File: src/rtl/cpu_types_pkg.sv
// Shared CPU front-end types: decode opcodes plus branch target buffer entry/counter types.
package cpu_types_pkg;

    typedef enum logic [6:0] {
        OP_LUI    = 7'b0110111,
        OP_AUIPC  = 7'b0010111,
        OP_JAL    = 7'b1101111,
        OP_JALR   = 7'b1100111,
        OP_BRANCH = 7'b1100011,
        OP_LOAD   = 7'b0000011,
        OP_STORE  = 7'b0100011,
        OP_IMM    = 7'b0010011,
        OP_REG    = 7'b0110011
    } opcode_t;

    typedef enum logic [1:0] {
        SNT = 2'b00,
        WNT = 2'b01,
        WT  = 2'b10,
        ST  = 2'b11
    } btb_cnt_t;

    // Tag field is sized for the smallest legal table (2 entries); narrower tags are zero-extended.
    localparam int unsigned BTB_TAG_W = 29;
    localparam int unsigned BTB_TGT_W = 30;

    typedef struct packed {
        logic                 valid;
        logic [BTB_TAG_W-1:0] tag;
        logic [BTB_TGT_W-1:0] target;
        btb_cnt_t             cnt;
    } btb_entry_t;

    localparam btb_cnt_t BTB_CNT_RESET = WNT;

endpackage

File: src/rtl/btb_sat_counter.sv
// 2-bit saturating counter next-state function for the branch target buffer.
module btb_sat_counter
    import cpu_types_pkg::*;
(
    input  btb_cnt_t i_cnt,
    input  logic     i_taken,
    output btb_cnt_t o_cnt_next
);

    always_comb begin
        o_cnt_next = i_cnt;
        case (i_cnt)
            SNT:     o_cnt_next = i_taken ? WNT : SNT;
            WNT:     o_cnt_next = i_taken ? WT  : SNT;
            WT:      o_cnt_next = i_taken ? ST  : WNT;
            ST:      o_cnt_next = i_taken ? ST  : WT;
            default: o_cnt_next = i_cnt;
        endcase
    end

endmodule

File: src/rtl/branch_target_buffer.sv
// Direct-mapped branch target buffer with 2-bit counters, zero-latency prediction and mispredict detect.
// Optional statistics counters enabled by defining BTB_STATS_EN.
module branch_target_buffer
    import cpu_types_pkg::*;
#(
    parameter int unsigned ENTRIES = 16
)
(
    input  logic        CLK,
    input  logic        RST,
    input  logic [31:0] fetch_pc,
    output logic        pred_taken,
    output logic [31:0] pred_target,
    input  logic        resolve_valid,
    input  logic [31:0] resolve_pc,
    input  logic        resolve_taken,
    input  logic [31:0] resolve_target,
    input  logic        resolve_pred_taken,
    input  logic [31:0] resolve_pred_target,
    output logic        mispredict,
    output logic [31:0] redirect_pc
`ifdef BTB_STATS_EN
    ,
    output logic [31:0] stat_lookups,
    output logic [31:0] stat_mispredicts,
    output logic [31:0] stat_allocs
`endif
);

    localparam int unsigned IDX_W = $clog2(ENTRIES);

    btb_entry_t r_table [ENTRIES];

    logic [IDX_W-1:0]     w_fetch_idx;
    logic [IDX_W-1:0]     w_res_idx;
    logic [BTB_TAG_W-1:0] w_fetch_tag;
    logic [BTB_TAG_W-1:0] w_res_tag;
    btb_entry_t           w_fetch_entry;
    btb_entry_t           w_res_entry;
    logic                 w_fetch_hit;
    logic                 w_res_hit;
    logic                 w_alloc;
    btb_cnt_t             w_cnt_next;

    assign w_fetch_idx   = IDX_W'(fetch_pc >> 2);
    assign w_res_idx     = IDX_W'(resolve_pc >> 2);
    assign w_fetch_tag   = BTB_TAG_W'(fetch_pc >> (IDX_W + 2));
    assign w_res_tag     = BTB_TAG_W'(resolve_pc >> (IDX_W + 2));
    assign w_fetch_entry = r_table[w_fetch_idx];
    assign w_res_entry   = r_table[w_res_idx];
    assign w_fetch_hit   = w_fetch_entry.valid && (w_fetch_entry.tag == w_fetch_tag);
    assign w_res_hit     = w_res_entry.valid && (w_res_entry.tag == w_res_tag);
    assign w_alloc       = resolve_valid && !w_res_hit && resolve_taken;

    btb_sat_counter u_sat (
        .i_cnt      (w_res_entry.cnt),
        .i_taken    (resolve_taken),
        .o_cnt_next (w_cnt_next)
    );

    // Prediction reads pre-update table state; no bypass from the update port.
    always_comb begin
        pred_taken  = w_fetch_hit && w_fetch_entry.cnt[1];
        pred_target = fetch_pc + 32'd4;
        if (pred_taken) begin
            pred_target = {w_fetch_entry.target, 2'b00};
        end
    end

    always_comb begin
        mispredict  = resolve_valid &&
                      ((resolve_taken != resolve_pred_taken) ||
                       (resolve_taken && (resolve_pred_target != resolve_target)));
        redirect_pc = 32'd0;
        if (mispredict) begin
            redirect_pc = resolve_taken ? resolve_target : (resolve_pc + 32'd4);
        end
    end

    // Reset wins over a same-cycle resolve; not-taken misses leave the table untouched.
    always_ff @(posedge CLK) begin
        if (RST) begin
            for (int i = 0; i < int'(ENTRIES); i++) begin
                r_table[IDX_W'(i)] <= '{valid: 1'b0, tag: '0, target: '0, cnt: BTB_CNT_RESET};
            end
        end else if (resolve_valid) begin
            if (w_res_hit) begin
                r_table[w_res_idx].cnt <= w_cnt_next;
                if (resolve_taken) begin
                    r_table[w_res_idx].target <= resolve_target[31:2];
                end
            end else if (resolve_taken) begin
                r_table[w_res_idx] <= '{valid: 1'b1, tag: w_res_tag,
                                        target: resolve_target[31:2], cnt: WT};
            end
        end
    end

`ifdef BTB_STATS_EN
    logic [31:0] r_stat_lookups;
    logic [31:0] r_stat_mispredicts;
    logic [31:0] r_stat_allocs;

    always_ff @(posedge CLK) begin
        if (RST) begin
            r_stat_lookups     <= 32'd0;
            r_stat_mispredicts <= 32'd0;
            r_stat_allocs      <= 32'd0;
        end else begin
            if (resolve_valid) r_stat_lookups     <= r_stat_lookups + 32'd1;
            if (mispredict)    r_stat_mispredicts <= r_stat_mispredicts + 32'd1;
            if (w_alloc)       r_stat_allocs      <= r_stat_allocs + 32'd1;
        end
    end

    assign stat_lookups     = r_stat_lookups;
    assign stat_mispredicts = r_stat_mispredicts;
    assign stat_allocs      = r_stat_allocs;
`else
    logic w_alloc_unused;
    assign w_alloc_unused = w_alloc;
`endif

endmodule

File: config.mk
export PLATFORM = sky130hd
export DESIGN_NAME = branch_target_buffer
export DESIGN_NICKNAME = d
export VERILOG_FILES = /design/src/rtl/cpu_types_pkg.sv /design/src/rtl/btb_sat_counter.sv /design/src/rtl/branch_target_buffer.sv
export SDC_FILE = /design/constraint.sdc
export NUM_CORES = 2
export LEC_CHECK = 0
export BUFFER_PORTS_ARGS = -buffer_cell sky130_fd_sc_hd__buf_2
export CELL_PAD_IN_SITES_DETAIL_PLACEMENT = 1
export CELL_PAD_IN_SITES_GLOBAL_PLACEMENT = 2
export CORE_ASPECT_RATIO = 0.7
export CORE_MARGIN = 2
export CORE_UTILIZATION = 41
export DETAILED_ROUTE_END_ITERATION = 8
export PLACE_DENSITY_LB_ADDON = 0.12
export SYNTH_ARGS = -nofsm -noshare
export SYNTH_HDL_FRONTEND = slang
export SYNTH_SLANG_ARGS = --single-unit
export TNS_END_PERCENT = 20
File: constraint.sdc
create_clock -name CLK -period 4.9 [get_ports CLK]
set_clock_uncertainty 0.2 [all_clocks]
set_input_delay 0 -clock CLK [delete_from_list [all_inputs] [get_ports CLK]]
set_output_delay 0 -clock CLK [all_outputs]
set_load 0.05 [all_outputs]
# Word-level counts from Yosys, hierarchy flattened
# Memory sizes are Yosys's and may differ from the RTL's.
# Index checks and enable logic that the tools add are counted.
dict set report totals {
  out_inout_bits 66
  reg_bits 0
  ram_bits 944
  in_bits 133
  n_memories 1
  elab_cells 48
}
# memory depth word_bits rd rd_ports_with_merged_regs wr line_no
set memory_table {}
lappend memory_table {r_table 16 59 2 0 16 branch_target_buffer.sv:32} ;# btb_entry_t r_table [ENTRIES];
dict set report op_classes {
  n_bitwise 2
  add_sub_neg 2
  eq_ne 7
  reduce_logical 8
  mux 28
}
# operator n
set ops {}
lappend ops {{$mux W32} 3}
lappend ops {{$add A32 B3 Y32 const B} 2}
lappend ops {{$mux W59} 1}
lappend ops {{$reduce_or A59 Y1} 1}
lappend ops {{$eq A29 B26 Y1} 2}
lappend ops {{$ne A32 B32 Y1} 1}
lappend ops {{$mux W30} 1}
lappend ops {{$mux W1} 17}
lappend ops {{$pmux W2 S4} 1}
lappend ops {{$mux W2} 3}
lappend ops {{$logic_and A1 B1 Y1} 5}
lappend ops {{$eq A2 B2 Y1 const B} 2}
lappend ops {{$mux W4} 1}
lappend ops {{$mux W3} 1}
lappend ops {{$eq A2 B1 Y1 const B} 1}
lappend ops {{$logic_not A2 Y1} 1}
lappend ops {{$or A1 B1 Y1} 2}
lappend ops {{$logic_or A1 B1 Y1} 1}
lappend ops {{$ne A1 B1 Y1} 1}

# Longest topological paths before layout
# An unclocked memory read counts as a cell.
dict set report depth {
  word_depth 10
  mapped_depth 15
  ltp_nobuf 9
}

# By module
# A second synthesis with hierarchy kept.
dict set report unflattened {
  cells_unflattened 3607
  hier_area_um2 50583.5
}
# module seq_area_each_um2 n_inst area_per_inst_um2 cells_per_inst
set by_module_without_submodules {}
lappend by_module_without_submodules {branch_target_buffer 28187.0 1 50557.2 3604}
lappend by_module_without_submodules {btb_sat_counter 0.0 1 26.3 3}

# Least setup slack after synthesis
# No wires, ideal clock.
dict set report synth_timing {
  path_type {input to register}
  startpoint {input resolve_pc[5]}
  endpoint {memory r_table[12][0] in the netlist's numbering, enable pin}
  path_buffers 6
  setup_time_ns 0.315
  required_time_ns 4.385
  arrival_time_ns 4.197
  slack_ns 0.188
  path_stages 10
  path_cell_list {buf_2 -> buf_2 -> buf_2 -> buf_2 -> buf_2 -> and2_1 -> clkbuf_1 -> nand2_1 -> o21ai_0 -> o21bai_1}
}
# element line_no
set synth_rtl {}
lappend synth_rtl {{start, declared} branch_target_buffer.sv:15} ;# input logic [31:0] resolve_pc,
lappend synth_rtl {{end, declared} branch_target_buffer.sv:32}

==> run metrics <==
run status=finished, final reports clean; remaining global-route overflow=0; most common cell in the netlist=edfxtp_1; IO Count=199; Seq cells post-synth=around 940; GP Congestion=0.895; post-synthesis cell area=roughly 0.05 mm2; DIE AREA=around 0.12 mm2; post-route setup slack=~0.15 ns; vias in the first global route=34,300; Post-synth EDFFs=928; Final #Nets=roughly 3,700; HPWL after DPL=between 100 and 150 mm; PortBufs=about 200; post-synthesis compound-gate area fraction=0.0199; xor/xnor share of the synthesized area=0.0270; post-synthesis sequential area ratio=0.569; Final Setup Violations=0; largest register by flop count=r_table; Synth Flop Type=edfxtp_1; CP top delay family=multiplexers; worst-margin pin slew=between 1 and 1.5 ns; DRT Pass-1 Iters=5; Hold Fails Final Rpt=0; CP max stage delay=approximately 0.56 ns; Crit-path slowest cell=mux4_2; largest net degree at the start of global routing=approximately 140; layout cell share with drive strength beyond 1=0.258; Core Area=approximately 0.12 mm2; die width=419 um; Startpoint Class=flip-flop; Avg Inst Size Synth=around 14 um2; fill count=11,700; Synth Area in Simple Gates=0.152; Total GRT Usage=0.317; Top Registers=r_table x944; WS Path Type=flip-flop to primary output; Reg area=approximately 0.028 mm2; post-synthesis adder-cell area fraction=0.00146; final WL=197 mm; Critical Path RT=~4.7 ns; starting density of the core=0.414; fmax=around 210 MHz; clock buffer depth=3; Vias/cell=~6.4; DRC violations left=0; RSZ-0062 raised after global routing=no; Area Overhead vs Synth=15.0%; top post-synthesis cells by area=edfxtp_1, mux4_2, and2_1; slew margin rel.=0.204; net count after synthesis=3,591; H-tree Lvls=3; clk slew on worst S/H paths=about 0.07 ns; Vias=34,000; worst min path class=input pin to flip-flop; Multi-input gate area=0.0199 mm2; clk_lat worst skew=0.73 ns; Syn Inst Count=~3,500; Async SR Flop Fraction=0; crit share post-route=0.970; Buf+Inv Stages, Crit Path=4; global-route wire length before repair=about 270 mm; Root Driver=clkbuf_16; worst slack, placed=0.444 ns; Initial DRC Count=roughly 4,800; Arr. time, crit path=around 4.6 ns; Peak supply drop=0.000276 V; TritonCTS clock tree=built; Final TNS setup=0 ns; warnings from Yosys=0; cell area power density=between 300 and 400 mW/mm2; mux contribution to synthesized area=0.196; Tmin final=4.75 ns; clk sink count=944; hold_ws=about 0.047 ns; antenna-violating nets left=0; Netlist cell types=52; Routed WL per cell=between 30 and 40 um; max reg flops=~940; initial antenna violation count=22; Cell Chain, Critical Path=mux4_2 -> mux4_2 -> xnor2_1 -> buf_4 -> nand4_1 -> or4_1 -> nor4_4 -> buf_4 -> buf_6 -> mux2_1 -> buf_2; leading area contributor after synthesis=edfxtp_1; Yosys top cell area share=0.563; Slew Viols, Final=0; combinational family with the most area after synthesis=multiplexers; Die H=295 um; std cell rows=approximately 110; max_cap viols=0; P_leak=21.4 nW; CTS Buf Count=99; Synth top cells by count=edfxtp_1, and2_1, and3_1, mux4_2, clkbuf_1; endpoint class of the critical path=primary output; crit path max fanout=16
stage by stage:
| stage | power [mW] | instances | util | area [um2] |
|---|---|---|---|---|
| after detailed placement | 12.1 | 5047 | 0.444 | 53100 |
| after CTS | 19.7 | 5287 | 0.476 | 56900 |
| final | 19.7 | 5305 | 0.476 | 57000 |
| after global placement | 12.0 | 5047 | 0.444 | 53100 |
| after floorplan | 11.0 | 3453 | - | 49500 |
| after global routing | 20.2 | 5294 | 0.476 | 57000 |
what timing repair did:
item	CTS	global route
buffers inserted	0	2
hold endpoints to repair	932	0
setup endpoints to repair	0	23
resized for setup	0	2
hold buffers	61	0
logic make-up after synthesis:
| family | after synthesis |
|---|---|
| xor gates and xnor gates | 153 |
| buffers and inverters | 416 |
| DFF | 944 |
| AOI/OAI and AO/OA | 155 |
| and+or+nand+nor | 1274 |
| muxes | 505 |
| adders and majority gates | 6 |
worst reg2reg max path: stages, from the launching register on:
cell and delay (ns):
edfxtp_1 0.43, mux4_2 0.49, mux2i_1 0.27, xnor2_1 0.29
a2111oi_0 0.56, buf_4 0.23, nand4_1 0.13, a22oi_1 0.19
nand4_1 0.25, buf_4 0.26, buf_4 0.22, a21oi_1 0.18
dlygate4sd3_1 0.62
cell usage in the layout (no fill, tap or decap), types with 73 or more instances in the layout:
cell       Yosys  layout
nor2_1       106      95
mux2i_1      101     101
and2_1       473     472
buf_4         10     136
and3_1       460     454
edfxtp_1     928     928
mux4_2       369     369
xnor2_1       80      79
clkbuf_16      0     101
xor2_1        73      73
buf_2         55     191
layer usage:
metal  up-vias  part of all wire  global-route usage
met5         -           0.00017                   0
met4         4             0.035               0.107
met3       322              0.10              0.0642
met2      2051              0.45               0.479
met1     18200              0.41               0.457
li1      13500                 -                   -
final timing paths:
path | startpoint | endpoint | slack [ns] | cells past startpoint
max | r_table[12][51] | pred_target[18] | 0.15 | 11
min | resolve_pc[25] | r_table[0][51] | 0.05 | 3
max reg2reg | r_table[12][35] | r_table[15][0] | 0.27 | 12
min reg2reg | r_table[6][58] | r_table[6][58] | 0.29 | 1
power breakdown:
part           switching, mW  internal, mW
sequential             0.195          9.29
combinational           1.57         0.970
clock                   3.39          4.28
layout make-up:
class	instances	share of cell area
Antenna cell	15	0.000659
Timing Repair Buffer	443	0.0640
Clock inverter	57	0.0105
Sequential cell	944	0.495
Multi-Input combinational cell	2093	0.349
Tap cell	1620	0.0356
Clock buffer	122	0.0454
Inverter	11	0.000725
No activity file was read; power rests on OpenSTA's default activity.
